<file path="src/rtl/move_list_walker_pkg.sv">
// move_list_walker_pkg: shared walker state encoding and move-RAM latency bounds.
// Optional feature macro used across the slice: MOVE_WALK_BEST_EN.
package move_list_walker_pkg;
    typedef enum logic [2:0] {
        IDLE       = 3'd0,
        WAIT_READY = 3'd1,
        WAIT_RAM   = 3'd2,
        EVAL       = 3'd3,
        PRESENT    = 3'd4,
        CLEAR      = 3'd5,
        CLEAR_WAIT = 3'd6,
        FINISH     = 3'd7
    } walk_state_t;
    localparam int RAM_LATENCY_MIN = 1;
    localparam int RAM_LATENCY_MAX = 8;
    function automatic int clamp_latency(input int l);
        return l < RAM_LATENCY_MIN ? RAM_LATENCY_MIN : l > RAM_LATENCY_MAX ? RAM_LATENCY_MAX : l;
    endfunction
endpackage

</file>
<file path="src/rtl/move_list_walker_if.sv">
// move_list_walker_if: move-RAM, control and output-stream signals of the walker.
// MOVE_WALK_BEST_EN adds the white-to-move input and best-move result signals.
interface move_list_walker_if #(
    parameter int MAX_POSITIONS_LOG2 = 8,
    parameter int EVAL_WIDTH = 22,
    parameter int UCI_WIDTH = 16
);
    logic start_in;
    logic capture_filter_in;
    logic am_moves_ready;
    logic [MAX_POSITIONS_LOG2-1:0] am_move_count;
    logic initial_mate;
    logic initial_stalemate;
    logic [UCI_WIDTH-1:0] uci_in;
    logic signed [EVAL_WIDTH-1:0] eval_in;
    logic capture_in;
    logic [MAX_POSITIONS_LOG2-1:0] am_move_index;
    logic am_clear_moves;
    logic out_valid;
    logic out_ready;
    logic [UCI_WIDTH-1:0] out_uci;
    logic signed [EVAL_WIDTH-1:0] out_eval;
    logic [MAX_POSITIONS_LOG2-1:0] out_index;
    logic out_last;
    logic done;
    logic [1:0] terminal;
    logic busy;
`ifdef MOVE_WALK_BEST_EN
    logic white_to_move_in;
    logic best_valid;
    logic [MAX_POSITIONS_LOG2-1:0] best_index;
    logic signed [EVAL_WIDTH-1:0] best_eval;
`endif
    modport master (
        input  start_in, capture_filter_in, am_moves_ready, am_move_count, initial_mate,
               initial_stalemate, uci_in, eval_in, capture_in, out_ready,
`ifdef MOVE_WALK_BEST_EN
        input  white_to_move_in,
        output best_valid, best_index, best_eval,
`endif
        output am_move_index, am_clear_moves, out_valid, out_uci, out_eval, out_index,
               out_last, done, terminal, busy
    );
    modport slave (
        output start_in, capture_filter_in, am_moves_ready, am_move_count, initial_mate,
               initial_stalemate, uci_in, eval_in, capture_in, out_ready,
`ifdef MOVE_WALK_BEST_EN
        output white_to_move_in,
        input  best_valid, best_index, best_eval,
`endif
        input  am_move_index, am_clear_moves, out_valid, out_uci, out_eval, out_index,
               out_last, done, terminal, busy
    );
endinterface

</file>
<file path="src/rtl/move_list_walker_best_tracker.sv">
// move_best_tracker: best eval over emitted moves (max for white, min for black).
// Only instantiated when MOVE_WALK_BEST_EN is defined.
module move_best_tracker #(
    parameter int MAX_POSITIONS_LOG2 = 8,
    parameter int EVAL_WIDTH = 22
) (
    input  logic clk,
    input  logic reset,
    input  logic clear,
    input  logic update,
    input  logic white_in,
    input  logic signed [EVAL_WIDTH-1:0] eval,
    input  logic [MAX_POSITIONS_LOG2-1:0] index,
    output logic best_valid,
    output logic [MAX_POSITIONS_LOG2-1:0] best_index,
    output logic signed [EVAL_WIDTH-1:0] best_eval
);
    logic white;
    logic take;
    // strict compare keeps the earlier (lower) index on ties
    assign take = update && (!best_valid || (white ? eval > best_eval : eval < best_eval));
    always_ff @(posedge clk) begin
        if (reset || clear) begin
            best_valid <= 1'b0;
            best_index <= '0;
            best_eval <= '0;
            white <= reset ? 1'b0 : white_in;
        end else if (take) begin
            best_valid <= 1'b1;
            best_index <= index;
            best_eval <= eval;
        end
    end
endmodule

</file>
<file path="src/rtl/move_list_walker.sv">
// move_list_walker: walks the generated move list, emitting (optionally capture-only) moves.
// MOVE_WALK_BEST_EN adds best-move tracking through move_best_tracker.
module move_list_walker
    import move_list_walker_pkg::*;
#(
    parameter int MAX_POSITIONS_LOG2 = 8,
    parameter int EVAL_WIDTH = 22,
    parameter int UCI_WIDTH = 16,
    parameter int RAM_LATENCY = 2
) (
    input logic clk,
    input logic reset,
    move_list_walker_if.master bus
);
    localparam int LAT = clamp_latency(RAM_LATENCY);
    localparam logic [2:0] LAT_END = 3'(LAT - 1);
    walk_state_t state, state_n;
    logic filt;
    logic [2:0] wait_cnt;
    logic [MAX_POSITIONS_LOG2-1:0] idx;
    logic [1:0] term;
    logic [UCI_WIDTH-1:0] uci_r;
    logic signed [EVAL_WIDTH-1:0] eval_r;
    logic [MAX_POSITIONS_LOG2-1:0] index_r;
    logic last_r;
    logic is_last;
    logic skip;
    logic adv;
    logic start;
    // widened compare so a full-range count never wraps back to index 0
    assign is_last = ({1'b0, idx} + {{MAX_POSITIONS_LOG2{1'b0}}, 1'b1}) == {1'b0, bus.am_move_count};
    assign skip = filt && !bus.capture_in;
    assign start = state == IDLE && bus.start_in;
    always_comb begin
        state_n = state;
        case (state)
            IDLE:       state_n = bus.start_in ? WAIT_READY : IDLE;
            WAIT_READY: state_n = !bus.am_moves_ready ? WAIT_READY : bus.am_move_count == '0 ? CLEAR : WAIT_RAM;
            WAIT_RAM:   state_n = wait_cnt == LAT_END ? EVAL : WAIT_RAM;
            EVAL:       state_n = !skip ? PRESENT : is_last ? CLEAR : WAIT_RAM;
            PRESENT:    state_n = !bus.out_ready ? PRESENT : is_last ? CLEAR : WAIT_RAM;
            CLEAR:      state_n = CLEAR_WAIT;
            CLEAR_WAIT: state_n = FINISH;
            default:    state_n = IDLE;
        endcase
    end
    assign adv = state_n == WAIT_RAM && (state == EVAL || state == PRESENT);
    always_ff @(posedge clk) begin
        if (reset) begin
            state <= IDLE;
            filt <= 1'b0;
            wait_cnt <= '0;
            idx <= '0;
            term <= '0;
            uci_r <= '0;
            eval_r <= '0;
            index_r <= '0;
            last_r <= 1'b0;
        end else begin
            state <= state_n;
            wait_cnt <= state == WAIT_RAM ? wait_cnt + 3'd1 : 3'd0;
            if (start) begin
                filt <= bus.capture_filter_in;
                idx <= '0;
                term <= '0;
            end
            if (state == WAIT_READY && bus.am_moves_ready && bus.am_move_count == '0)
                term <= {bus.initial_mate, bus.initial_stalemate};
            if (adv)
                idx <= idx + 1'b1;
            if (state == EVAL) begin
                uci_r <= bus.uci_in;
                eval_r <= bus.eval_in;
                index_r <= idx;
                last_r <= is_last;
            end
        end
    end
    assign bus.am_move_index = idx;
    assign bus.am_clear_moves = state == CLEAR;
    assign bus.out_valid = state == PRESENT;
    assign bus.out_uci = uci_r;
    assign bus.out_eval = eval_r;
    assign bus.out_index = index_r;
    assign bus.out_last = state == PRESENT && last_r;
    assign bus.done = state == FINISH;
    assign bus.terminal = state == FINISH ? term : 2'b00;
    assign bus.busy = state != IDLE;
`ifdef MOVE_WALK_BEST_EN
    move_best_tracker #(
        .MAX_POSITIONS_LOG2(MAX_POSITIONS_LOG2),
        .EVAL_WIDTH(EVAL_WIDTH)
    ) u_best (
        .clk(clk),
        .reset(reset),
        .clear(start),
        .update(state == PRESENT && bus.out_ready),
        .white_in(bus.white_to_move_in),
        .eval(eval_r),
        .index(index_r),
        .best_valid(bus.best_valid),
        .best_index(bus.best_index),
        .best_eval(bus.best_eval)
    );
`endif
endmodule

</file>
<file path="src/flat_wrapper.sv">
// flat-port wrapper written by rule: the top's interface ports become plain ports
module move_list_walker_flat import move_list_walker_pkg::*;
#(
    parameter int MAX_POSITIONS_LOG2 = 8,
    parameter int EVAL_WIDTH = 22,
    parameter int UCI_WIDTH = 16,
    parameter int RAM_LATENCY = 2
)
  (clk, reset, bus_start_in, bus_capture_filter_in, bus_am_moves_ready, bus_am_move_count, bus_initial_mate, bus_initial_stalemate, bus_uci_in, bus_eval_in, bus_capture_in, bus_out_ready, bus_am_move_index, bus_am_clear_moves, bus_out_valid, bus_out_uci, bus_out_eval, bus_out_index, bus_out_last, bus_done, bus_terminal, bus_busy);
  move_list_walker_if #(.MAX_POSITIONS_LOG2(MAX_POSITIONS_LOG2), .EVAL_WIDTH(EVAL_WIDTH), .UCI_WIDTH(UCI_WIDTH)) bus_i ();
  input logic clk;
  input logic reset;
  input wire logic [$bits(bus_i.start_in)-1:0] bus_start_in;
  input wire logic [$bits(bus_i.capture_filter_in)-1:0] bus_capture_filter_in;
  input wire logic [$bits(bus_i.am_moves_ready)-1:0] bus_am_moves_ready;
  input wire logic [$bits(bus_i.am_move_count)-1:0] bus_am_move_count;
  input wire logic [$bits(bus_i.initial_mate)-1:0] bus_initial_mate;
  input wire logic [$bits(bus_i.initial_stalemate)-1:0] bus_initial_stalemate;
  input wire logic [$bits(bus_i.uci_in)-1:0] bus_uci_in;
  input wire logic [$bits(bus_i.eval_in)-1:0] bus_eval_in;
  input wire logic [$bits(bus_i.capture_in)-1:0] bus_capture_in;
  input wire logic [$bits(bus_i.out_ready)-1:0] bus_out_ready;
  output wire logic [$bits(bus_i.am_move_index)-1:0] bus_am_move_index;
  output wire logic [$bits(bus_i.am_clear_moves)-1:0] bus_am_clear_moves;
  output wire logic [$bits(bus_i.out_valid)-1:0] bus_out_valid;
  output wire logic [$bits(bus_i.out_uci)-1:0] bus_out_uci;
  output wire logic [$bits(bus_i.out_eval)-1:0] bus_out_eval;
  output wire logic [$bits(bus_i.out_index)-1:0] bus_out_index;
  output wire logic [$bits(bus_i.out_last)-1:0] bus_out_last;
  output wire logic [$bits(bus_i.done)-1:0] bus_done;
  output wire logic [$bits(bus_i.terminal)-1:0] bus_terminal;
  output wire logic [$bits(bus_i.busy)-1:0] bus_busy;
  assign bus_i.start_in = bus_start_in;
  assign bus_i.capture_filter_in = bus_capture_filter_in;
  assign bus_i.am_moves_ready = bus_am_moves_ready;
  assign bus_i.am_move_count = bus_am_move_count;
  assign bus_i.initial_mate = bus_initial_mate;
  assign bus_i.initial_stalemate = bus_initial_stalemate;
  assign bus_i.uci_in = bus_uci_in;
  assign bus_i.eval_in = bus_eval_in;
  assign bus_i.capture_in = bus_capture_in;
  assign bus_i.out_ready = bus_out_ready;
  assign bus_am_move_index = bus_i.am_move_index;
  assign bus_am_clear_moves = bus_i.am_clear_moves;
  assign bus_out_valid = bus_i.out_valid;
  assign bus_out_uci = bus_i.out_uci;
  assign bus_out_eval = bus_i.out_eval;
  assign bus_out_index = bus_i.out_index;
  assign bus_out_last = bus_i.out_last;
  assign bus_done = bus_i.done;
  assign bus_terminal = bus_i.terminal;
  assign bus_busy = bus_i.busy;
  move_list_walker #(.MAX_POSITIONS_LOG2(MAX_POSITIONS_LOG2), .EVAL_WIDTH(EVAL_WIDTH), .UCI_WIDTH(UCI_WIDTH), .RAM_LATENCY(RAM_LATENCY)) u_core (.clk(clk), .reset(reset), .bus(bus_i));
endmodule
</file>
<file path="config.mk">
export PLATFORM = sky130hd
export DESIGN_NAME = move_list_walker_flat
export DESIGN_NICKNAME = d
export VERILOG_FILES = /design/src/rtl/move_list_walker_pkg.sv /design/src/rtl/move_list_walker_if.sv /design/src/rtl/move_list_walker_best_tracker.sv /design/src/rtl/move_list_walker.sv /design/src/flat_wrapper.sv
export SDC_FILE = /design/constraint.sdc
export NUM_CORES = 1
export LEC_CHECK = 0
export ABC_AREA = 1
export CAP_MARGIN = 10
export CORE_UTILIZATION = 35
export CTS_BUF_LIST = sky130_fd_sc_hd__clkbuf_2
export DETAILED_ROUTE_END_ITERATION = 8
export PLACE_DENSITY = 0.68
export RECOVER_POWER = 100
export SYNTH_ARGS = -nofsm -noshare
export SYNTH_HDL_FRONTEND = slang
export SYNTH_SLANG_ARGS = --single-unit
</file>
<file path="constraint.sdc">
create_clock -name clk -period 4.9 [get_ports clk]
set_input_delay 1.47 -clock clk [delete_from_list [all_inputs] [get_ports clk]]
set_output_delay 1.47 -clock clk [all_outputs]
set_load 0.02 [all_outputs]
</file>
==> out/metrics.cfg <==
[route]
drtPass1Iterations=4
routed_wl_um=7650
drc=0
wl_per_cell_um=12.5
ant_nets=0
viasPerCell=4.70
dr.first_iter.drc_count=156
num_vias=2885

[global_route]
grtUsageTotal=0.194
grt_pass1_vias=2795
grt.overflow.total=0
antenna_found_initial=0
grt_start_max_net_pins=58
grt_pass1_wl_um=12900

[cts]
cts_tree=built
cts_made_buffers=9
clock-sinks=64
cts_htree_levels=3
cts_setup_buffers=0
cts_resized=0
ctsHoldBuffers=0
cts_root_buf=clkbuf_2
path_clk_slew_ns=0.19
insertion_delay_ns=0.48
clock_path_buffers=2

[layout]
drive_gt1_frac=0.0547
n_antenna_cell=0
synthToLayoutAreaGrowth_pct=46.8
fin_util=0.534
nNetsFinal=565
nFillCells=745

[synthesis]
yosysSeqAreaShare=0.456
async_reset_ff_frac=0
ys_seq_elements=64
yosys_warnings=0
syn_avg_cell_area_um2=7.11
synth_fp_nets=453
syn-instance-count=395
synth_cell_types=26
syn-cell-area_mm2=0.00281
synth_edf_count=0
synth-main-ff-cell=dfxtp_1

[critical_path]
crit_fanout=7
criticalPathCategory=reg -> out
cp.arrival_ns=2.23
critPathRequiredTime_ns=3.43
worstReg2RegStart=u_core.bus.am_move_index[0]$_SDFFE_PP0P_
r2r_end=u_core.bus.am_move_index[2]$_SDFFE_PP0P_
cp-end-kind=primary output
reg2reg_depth=11
ff2ff_setup_slack_ns=2.23
start_kind=register

[sta]
hold_viol_final=0
worst_slack_ns=1.20
fin_skew_ns=0.0302
timing.setup.tns_ns=0
min_period_ns=3.70
rsz0062_at_grt=no
slew_viol_final=0
timing.slew.headroom=0.406
worst_pin_slew_ns=0.890
max_freq_mhz=270
setup-violations-final=0
post-route-period-util=0.756

[placement]
dp_worst_setup_slack_ns=1.44
port_buffers=115
place_congestion=0.875
dpl.hpwl_um=5410

[floorplan]
die_area_mm2=0.00839
die_y_um=91.6
coreArea_mm2=0.00773
start_util=0.364
ioPinCount=116
placement_rows=32
die_w_um=91.6

[run]
maxCapViolations=0

[power]
p_leak_nw=1.91
p_per_area_mw_per_mm2=239
total_power_mw=0.984
ir_drop_v=0.000132

[min_path]
hold_class=reg -> reg
min_from=u_core.filt$_SDFFE_PP0P_
min_path_cells=2
hold_end=u_core.filt$_SDFFE_PP0P_

[run_status]
outcome=completed

[cells by family (layout without fill, tap and decap cells)]
logic type,count (synthesis),count (layout),synth area share
adder cells (fa/ha/maj),3,3,0.0134
buffers and inverters,56,173,0.0753
AO/OA/AOI/OAI,78,78,0.145
flip-flops,64,64,0.456
AND/OR/NAND/NOR,191,191,0.301
XOR/XNOR,3,3,0.00936
[layout make-up]
class / count / area, um^2 / share of cell area
Sequential cell: 64 / 1280 / 0.311
Clock inverter: 7 / 62.6 / 0.0152
Clock buffer: 9 / 45.0 / 0.0109
Multi-Input combinational cell: 275 / 1290 / 0.313
Inverter: 39 / 146 / 0.0355
Timing Repair Buffer: 118 / 1170 / 0.284
Tap cell: 102 / 128 / 0.0309
[critical path, cell delays in order, from the launching register on]
cell	delay, ns
dfxtp_1	0.47
inv_1	0.14
nor3_1	0.27
inv_1	0.09
nor2_1	0.09
dlygate4sd3_1	0.69
[how the worst max path moves through the flow]
stage,startpoint,to,slack [ns]
2_1_floorplan,u_core.state[2]$_SDFF_PP0_,bus_out_last,1.99
3_3_place_gp,reset,u_core.bus.out_index[7]$_SDFFE_PP0P_,1.48
3_5_place_dp,reset,u_core.filt$_SDFFE_PP0P_,1.44
4_1_cts,u_core.state[2]$_SDFF_PP0_,bus_out_last,1.19
5_1_grt,u_core.state[2]$_SDFF_PP0_,bus_out_last,1.0
6_report,u_core.state[2]$_SDFF_PP0_,bus_out_last,1.20
[cells in the mapped netlist (2+ instances only)]
library cell / instances / area [um^2]
xnor2_1: 2 / 17.5
nand3_1: 21 / 105
nand2_4: 2 / 22.5
nand3_4: 2 / 35.0
nand4_1: 11 / 68.8
nand2_1: 47 / 176
nor2_2: 3 / 18.8
o21ai_0: 50 / 250
nand2_2: 2 / 12.5
a21oi_1: 23 / 115
nor2_1: 98 / 368
dfxtp_1: 64 / 1280
inv_1: 38 / 143
clkbuf_1: 16 / 60.1
nor3_1: 2 / 10.0
ha_1: 3 / 37.5
nor2_4: 2 / 22.5
[power breakdown]
| part | internal [mW] | leakage [nW] | switching (mW) | total (mW) |
|---|---|---|---|---|
| logic | 0.0686 | 1.33 | 0.0653 | 0.134 |
| registers | 0.536 | 0.517 | 0.00775 | 0.543 |
| clock network | 0.113 | 0.0628 | 0.194 | 0.306 |
| total | 0.717 | 1.91 | 0.267 | 0.984 |
[placed cells by master, fill, tap and decap left out, drive strengths merged]
cell,count
a21oi,24
clkbuf,10
nor2,103
xnor2,2
dfxtp,64
o311ai,1
nand3,23
xor2,1
nand2,51
clkdlybuf4s50,51
o21a,1
inv,39
o21ai,51
nor3,2
bufinv,1
buf,2
nor4,1
a211oi,1
clkinv,4
ha,3
clkinvlp,2
nand4,11
dlygate4sd3,64
[routing by layer]
layer	track usage	up-vias	wire, um
met2	0.306	102	3340
met3	0.0821	12	762
met4	0.0688	0	106
met1	0.233	1276	3440
met5	0	-	0
li1	-	1495	-
[sequential cells by signal (all words and copies together), names as in the netlist, 2 cells and up]
register and cells:
u_core.bus.out_eval 22, u_core.bus.out_uci 16, u_core.bus.am_move_index 8, u_core.bus.out_index 8, u_core.state 3, u_core.wait_cnt 3, u_core.term 2
[per-stage QoR]
step	std cells	hold slack, ns	area [um^2]
global placement	598	0.433	4050
CTS	614	0.467	4160
detailed placement	598	0.445	4050
finish	614	0.471	4120
floorplan	395	0.421	2810
global route	614	0.489	4120
(Power assumes the default switching activity.)
